[config.mk]
export PLATFORM = sky130hd
export DESIGN_NAME = sync_timing_generator
export DESIGN_NICKNAME = d
export VERILOG_FILES = /design/src/rtl/sync_gen_pkg.sv /design/src/rtl/sync_region_fsm.sv /design/src/rtl/sync_timing_generator.sv
export SDC_FILE = /design/constraint.sdc
export NUM_CORES = 1
export LEC_CHECK = 0
export ABC_AREA = 0
export CORE_MARGIN = 4
export CORE_UTILIZATION = 55
export DETAILED_ROUTE_END_ITERATION = 8
export DONT_BUFFER_PORTS = 1
export PLACE_DENSITY = 0.69
export SLEW_MARGIN = 15
export SYNTH_ARGS = -nofsm -noshare
export SYNTH_HDL_FRONTEND = slang
export SYNTH_HIERARCHICAL = 1
export SYNTH_SLANG_ARGS = --single-unit
[constraint.sdc]
create_clock -name control_clock -period 2.8 [get_ports control_clock]
set_clock_uncertainty 0.05 [all_clocks]
set_input_delay 0.28 -clock control_clock [delete_from_list [all_inputs] [get_ports control_clock]]
set_output_delay 0.28 -clock control_clock [all_outputs]
set_load 0.02 [all_outputs]
[src/rtl/sync_gen_pkg.sv]
// ============================================================================
// Module      : sync_gen_pkg
// Description : Region encoding, boundary computation and length legality
//               check shared by the sync timing generator files.
// Revision    : 1.0 - initial release
// ============================================================================
`default_nettype none

package sync_gen_pkg;

    typedef enum logic [1:0] {
        ACTIVE = 2'd0,
        FRONT  = 2'd1,
        SYNC   = 2'd2,
        BACK   = 2'd3
    } region_t;

    typedef struct packed {
        logic [31:0] front_start;
        logic [31:0] sync_start;
        logic [31:0] back_start;
        logic [31:0] total;
    } bounds_t;

    function automatic bounds_t calc_bounds(input logic [31:0] a,
                                            input logic [31:0] f,
                                            input logic [31:0] s,
                                            input logic [31:0] b);
        bounds_t r;
        r.front_start = a;
        r.sync_start  = a + f;
        r.back_start  = a + f + s;
        r.total       = a + f + s + b;
        return r;
    endfunction

    // Active and sync must be non-empty and the period must fit the counter.
    function automatic logic cfg_legal(input logic [31:0] a,
                                       input logic [31:0] f,
                                       input logic [31:0] s,
                                       input logic [31:0] b,
                                       input int unsigned width);
        logic [33:0] sum;
        sum = {2'b00, a} + {2'b00, f} + {2'b00, s} + {2'b00, b};
        return (a != 32'd0) && (s != 32'd0) && (sum <= (34'd1 << width));
    endfunction

endpackage

`default_nettype wire

[src/rtl/sync_region_fsm.sv]
// ============================================================================
// Module      : sync_region_fsm
// Description : Next-region logic; advances through ACTIVE/FRONT/SYNC/BACK as
//               the next counter value crosses each boundary.
// Revision    : 1.0 - initial release
// ============================================================================
`default_nettype none

module sync_region_fsm
    import sync_gen_pkg::*;
#(
    parameter int COUNTER_SIZE = 11
) (
    input  logic                  step,
    input  region_t               region_cur,
    input  logic [COUNTER_SIZE-1:0] count_nxt,
    input  logic [COUNTER_SIZE:0] front_start,
    input  logic [COUNTER_SIZE:0] sync_start,
    input  logic [COUNTER_SIZE:0] back_start,
    output region_t               region_nxt
);

    logic [COUNTER_SIZE:0] w_cnt;
    assign w_cnt = {1'b0, count_nxt};

    // Empty porches collapse boundaries: front==sync skips FRONT, and a
    // back_start equal to the period length is never reached so SYNC exits
    // straight to ACTIVE on the wrap.
    always_comb begin
        region_nxt = region_cur;
        if (step) begin
            if (w_cnt == '0) begin
                region_nxt = ACTIVE;
            end else begin
                case (region_cur)
                    ACTIVE: if (w_cnt == front_start)
                                region_nxt = (sync_start == front_start) ? SYNC : FRONT;
                    FRONT:  if (w_cnt == sync_start) region_nxt = SYNC;
                    SYNC:   if (w_cnt == back_start) region_nxt = BACK;
                    BACK:   region_nxt = BACK;
                    default: region_nxt = ACTIVE;
                endcase
            end
        end
    end

endmodule

`default_nettype wire

[src/rtl/sync_timing_generator.sv]
// ============================================================================
// Module      : sync_timing_generator
// Description : One video timing axis: position counter, region FSM and
//               registered sync/blank/region/wrap outputs. Define
//               SYNC_GEN_RUNTIME_CFG_EN for runtime-loadable lengths.
// Revision    : 1.0 - initial release
// ============================================================================
`default_nettype none

module sync_timing_generator
    import sync_gen_pkg::*;
#(
    parameter int COUNTER_SIZE     = 11,
    parameter int ACTIVE_LEN       = 1024,
    parameter int FRONT_LEN        = 24,
    parameter int SYNC_LEN         = 136,
    parameter int BACK_LEN         = 160,
    parameter int SYNC_ACTIVE_HIGH = 0
) (
    input  logic                    control_clock,
    input  logic                    reset,
    input  logic                    step,
`ifdef SYNC_GEN_RUNTIME_CFG_EN
    input  logic [COUNTER_SIZE-1:0] cfg_active,
    input  logic [COUNTER_SIZE-1:0] cfg_front,
    input  logic [COUNTER_SIZE-1:0] cfg_sync,
    input  logic [COUNTER_SIZE-1:0] cfg_back,
    input  logic                    cfg_load,
`endif
    output logic [COUNTER_SIZE-1:0] counter_out,
    output logic                    sync,
    output logic                    blank,
    output logic [1:0]              region,
    output logic                    wrap
);

    localparam logic [COUNTER_SIZE-1:0] C_LEN_A   = COUNTER_SIZE'(ACTIVE_LEN);
    localparam logic [COUNTER_SIZE-1:0] C_LEN_F   = COUNTER_SIZE'(FRONT_LEN);
    localparam logic [COUNTER_SIZE-1:0] C_LEN_S   = COUNTER_SIZE'(SYNC_LEN);
    localparam logic [COUNTER_SIZE-1:0] C_LEN_B   = COUNTER_SIZE'(BACK_LEN);
    localparam logic                    C_SYNC_ON = (SYNC_ACTIVE_HIGH != 0);

    generate
        if (!cfg_legal(32'(ACTIVE_LEN), 32'(FRONT_LEN), 32'(SYNC_LEN),
                       32'(BACK_LEN), COUNTER_SIZE)) begin : g_bad_params
            $error("sync_timing_generator: illegal length parameters");
        end
    endgenerate

    logic [COUNTER_SIZE-1:0] w_len_a, w_len_f, w_len_s, w_len_b;
    logic                    w_last;

`ifdef SYNC_GEN_RUNTIME_CFG_EN
    logic [COUNTER_SIZE-1:0] r_live_a, r_live_f, r_live_s, r_live_b;
    logic [COUNTER_SIZE-1:0] r_pend_a, r_pend_f, r_pend_s, r_pend_b;
    logic                    w_cfg_ok;

    assign w_cfg_ok = cfg_legal(32'(cfg_active), 32'(cfg_front), 32'(cfg_sync),
                                32'(cfg_back), COUNTER_SIZE);

    // Pending lengths only go live on the wrap edge so a period never changes shape.
    always_ff @(posedge control_clock) begin
        if (reset) begin
            r_live_a <= C_LEN_A;
            r_live_f <= C_LEN_F;
            r_live_s <= C_LEN_S;
            r_live_b <= C_LEN_B;
            r_pend_a <= C_LEN_A;
            r_pend_f <= C_LEN_F;
            r_pend_s <= C_LEN_S;
            r_pend_b <= C_LEN_B;
        end else begin
            if (cfg_load && w_cfg_ok) begin
                r_pend_a <= cfg_active;
                r_pend_f <= cfg_front;
                r_pend_s <= cfg_sync;
                r_pend_b <= cfg_back;
            end
            if (step && w_last) begin
                r_live_a <= r_pend_a;
                r_live_f <= r_pend_f;
                r_live_s <= r_pend_s;
                r_live_b <= r_pend_b;
            end
        end
    end

    assign w_len_a = r_live_a;
    assign w_len_f = r_live_f;
    assign w_len_s = r_live_s;
    assign w_len_b = r_live_b;
`else
    assign w_len_a = C_LEN_A;
    assign w_len_f = C_LEN_F;
    assign w_len_s = C_LEN_S;
    assign w_len_b = C_LEN_B;
`endif

    bounds_t                 w_bounds;
    logic [COUNTER_SIZE:0]   w_front_start, w_sync_start, w_back_start, w_total;
    logic [COUNTER_SIZE-1:0] r_count, w_count_nxt;
    region_t                 r_region, w_region_nxt;
    logic                    r_sync, r_blank, r_wrap;

    assign w_bounds      = calc_bounds(32'(w_len_a), 32'(w_len_f), 32'(w_len_s), 32'(w_len_b));
    assign w_front_start = (COUNTER_SIZE+1)'(w_bounds.front_start);
    assign w_sync_start  = (COUNTER_SIZE+1)'(w_bounds.sync_start);
    assign w_back_start  = (COUNTER_SIZE+1)'(w_bounds.back_start);
    assign w_total       = (COUNTER_SIZE+1)'(w_bounds.total);

    assign w_last      = ({1'b0, r_count} == (w_total - 1'b1));
    assign w_count_nxt = step ? (w_last ? '0 : r_count + 1'b1) : r_count;

    sync_region_fsm #(
        .COUNTER_SIZE (COUNTER_SIZE)
    ) u_region_fsm (
        .step        (step),
        .region_cur  (r_region),
        .count_nxt   (w_count_nxt),
        .front_start (w_front_start),
        .sync_start  (w_sync_start),
        .back_start  (w_back_start),
        .region_nxt  (w_region_nxt)
    );

    // All outputs derive from the next position so they change together.
    always_ff @(posedge control_clock) begin
        if (reset) begin
            r_count  <= '0;
            r_region <= ACTIVE;
            r_sync   <= ~C_SYNC_ON;
            r_blank  <= 1'b0;
            r_wrap   <= 1'b0;
        end else begin
            r_count  <= w_count_nxt;
            r_region <= w_region_nxt;
            r_sync   <= (w_region_nxt == SYNC) ? C_SYNC_ON : ~C_SYNC_ON;
            r_blank  <= (w_region_nxt != ACTIVE);
            r_wrap   <= step && w_last;
        end
    end

    assign counter_out = r_count;
    assign region      = r_region;
    assign sync        = r_sync;
    assign blank       = r_blank;
    assign wrap        = r_wrap;

endmodule

`default_nettype wire

==> impl_metrics.ini <==
[logic_synthesis]
synthSimpleGateAreaFrac = 0.313
synthCells = 172
synth_xor_area_frac = 0.295
synthFlopType = dfxtp_1
netlist.area_leader.share = 0.225
postSynthAreaPerCell_um2 = 8.28
synth-seq-cells = 16
ys_warn_count = 6
synth_compound_area_frac = 0.127
synth_top_area_cell = dfxtp_1
synth_top_family_by_area = simple AND/OR/NAND/NOR gates
synth_edf_count = 0
synthAdderAreaFrac = 0.00879
yosysSeqAreaShare = 0.225
ys_top_cells_by_area = dfxtp_1 22%, xnor2_1 20%, xor2_1 9.8%, nand4_1 5.7%, nor4_2 4.4%
syn_area_mm2 = 0.00142
async_flop_share = 0
synth.area.mux_share = 0
yosys.cell_types.count = 42

[worst_setup_path]
crit_type = flip-flop to flip-flop
reg2reg_from = counter_out[6]
timing.rr.end = blank
startpoint_type = flip-flop
arrival_ns = 3.17
required_ns = 2.94
setup.worst_path.end_class = flip-flop
reg2reg_slack_ns = -0.23
r2r_cells = 10
crit_fanout = 3

[power]
p_per_area_mw_per_mm2 = 271
power_switching_w = 0.000165
p_int_w = 0.000384
sw_frac_of_total = 0.300
p_clk_frac = 0.285
power.share.sequential = 0.426
combPwrFrac = 0.289
vdd_drop_max_v = 0.000257
p_leak_nw = 0.884

[clock_network]
tritoncts = built
cts_sinks = 16
clk-insertion-delay-late_ns = 0.29
path_clk_slew_ns = 0.10
h-tree-depth = 1
cts_root_buf = clkbuf_4
cts_made_buffers = 3
clockBufferDepth = 2

[detailed_routing]
routed_wl_um = 3760
routed_via_density = 5.06
first_pass_iters = 4
drt_iter0_markers = 82
detail-route-antenna-nets = 0
wire_per_inst_um = 12.7
vias = 1498
drc_errors = 0

[grt]
grt_pass1_wl_um = 6210
antenna_found_initial = 0
grt_pass1_vias = 1441
grt_overflow = 0
grt_max_degree = 14
grt_use_total = 0.228

[sta]
relSlewSlack = 0.519
period_share = 1.08
final_hold_viol_count = 1
fin_ws_ns = -0.233
grt_setup_unrepaired = true
tightest_slew_ns = 0.712
slew_viol_final = 0
fin_hold_ws_ns = -0.00554
fin_crit_ns = 3.03
setup-violations-final = 3
fmax_mhz = 330

[outcome]
outcome = finished with violations
violations = negative hold slack, negative setup slack

[placed_design]
placed_cells = 286
dp_hpwl_um = 2960
place_congestion = 0.887
port-buffer-count = 0

[final_layout]
antennaDiodeCount = 0
final_util = 0.818
synthToLayoutAreaGrowth_pct = 42.3
most-common-layout-cells = 60 x conb_1, 33 x buf_4, 32 x xnor2_1
final_common_cell = conb_1
instances_no_fill = 296
nets = 271
drive_gt1_frac = 0.203

[floorplanning]
die_h_um = 58.9
initial_utilization = 0.575
die-area_mm2 = 0.00347
die_x_um = 58.9
num_io_pins = 19
coreArea_mm2 = 0.00248
fp-row-count = 18

[worst_hold_path]
hp-class = input pin to flip-flop
hold_path_startpoint = reset
holdPathStages = 1
min_to = region[1]

[job]
cap_violations = 0
-- cells in the mapped netlist (2+ instances only) --
cell type,instances
xnor2_1,32
dfxtp_1,16
xor2_1,16
nand4_1,13
nand3_1,8
nand2_1,7
o21ai_0,7
a21oi_1,5
inv_1,5
nor2_1,5
nor2b_1,5
nor4_2,5
a31oi_1,4
and2_1,4
nor3_1,3
o21ai_1,3
or4_1,3
a31o_1,2
clkbuf_1,2
conb_1,2
nand2b_1,2
nor4_1,2
or3_1,2
-- critical path: stages (launching register included) --
cell and delay (ns):
dfxtp_2 0.33, or4b_4 0.53, or4_4 0.46, a31o_4 0.26, nor4_4 0.29, a31oi_1 0.15
and2_1 0.20, o21ai_2 0.11, o211ai_1 0.11, nor2b_1 0.16, or2_2 0.29
-- stage by stage --
stage	area [µm²]	hold WS [ns]	setup WS (ns)	total power [W]	setup TNS, ns
finish	2030	-0.00554	-0.233	0.000549	-0.275
global route	2030	-0.0172	-0.343	0.000574	-0.590
CTS	2000	0.00247	-0.204	0.000542	-0.204
detailed placement	1910	0.301	-0.254	0.000391	-0.317
global placement	1910	0.297	-0.156	0.000387	-0.156
floorplan	1670	0.292	-0.288	0.000359	-0.301
-- layout make-up --
cell class                      count  area, µm²
Timing Repair Buffer               35        268
Fill cell                         180        452
Tap cell                           30       37.5
Inverter                            5       18.8
Sequential cell                    16        322
Multi-Input combinational cell    206       1340
Clock buffer                        4       36.3
-- logic make-up (layout without fill, tap and decap cells) --
group,count (synthesis),count (layout)
and+or+nand+nor,69,69
xor gates and xnor gates,48,48
AOI/OAI and AO/OA,28,28
DFF,16,16
buffers and inverters,8,44
other,2,60
adders and majority gates,1,1
-- timing repair --
item / 4_1_cts / 5_1_grt
gates resized for setup: 4 / 3
setup buffers: 4 / 0
endpoints found under the hold margin: 2 / 3
endpoints found under the setup margin: 3 / 4
hold buffers: 1 / 1
pin swaps: 7 / 4
-- flip-flops by register name, summed over array words and instances (netlist names) --
signal and cells:
region 2, sync 1, blank 1, wrap 1, counter_out 11
-- metal layers --
layer | global-route usage | routed length, µm
met1 | 0.262 | 1510
met3 | 0.0110 | 185
met2 | 0.445 | 1980
met4 | 0.0647 | 77
met5 | 0 | 0
-- worst max-delay path by stage --
stage,startpoint,to,slack (ns)
2_1_floorplan,counter_out[6],blank,-0.29
3_3_place_gp,counter_out[6],blank,-0.16
3_5_place_dp,counter_out[6],blank,-0.25
4_1_cts,counter_out[6],blank,-0.20
5_1_grt,counter_out[6],blank,-0.34
6_report,counter_out[6],blank,-0.23
-- power groups by stage --
| stage | logic (W) | registers, W | clock network [W] |
|---|---|---|---|
| after CTS | 0.000154 | 0.000234 | 0.000155 |
| final | 0.000158 | 0.000234 | 0.000157 |
| after floorplan | 0.000113 | 0.000247 | 0 |
| after global placement | 0.000149 | 0.000239 | 0 |
| after global routing | 0.000174 | 0.000234 | 0.000166 |
| after detailed placement | 0.000152 | 0.000239 | 0 |
No activity file was read; power rests on OpenSTA's default activity.
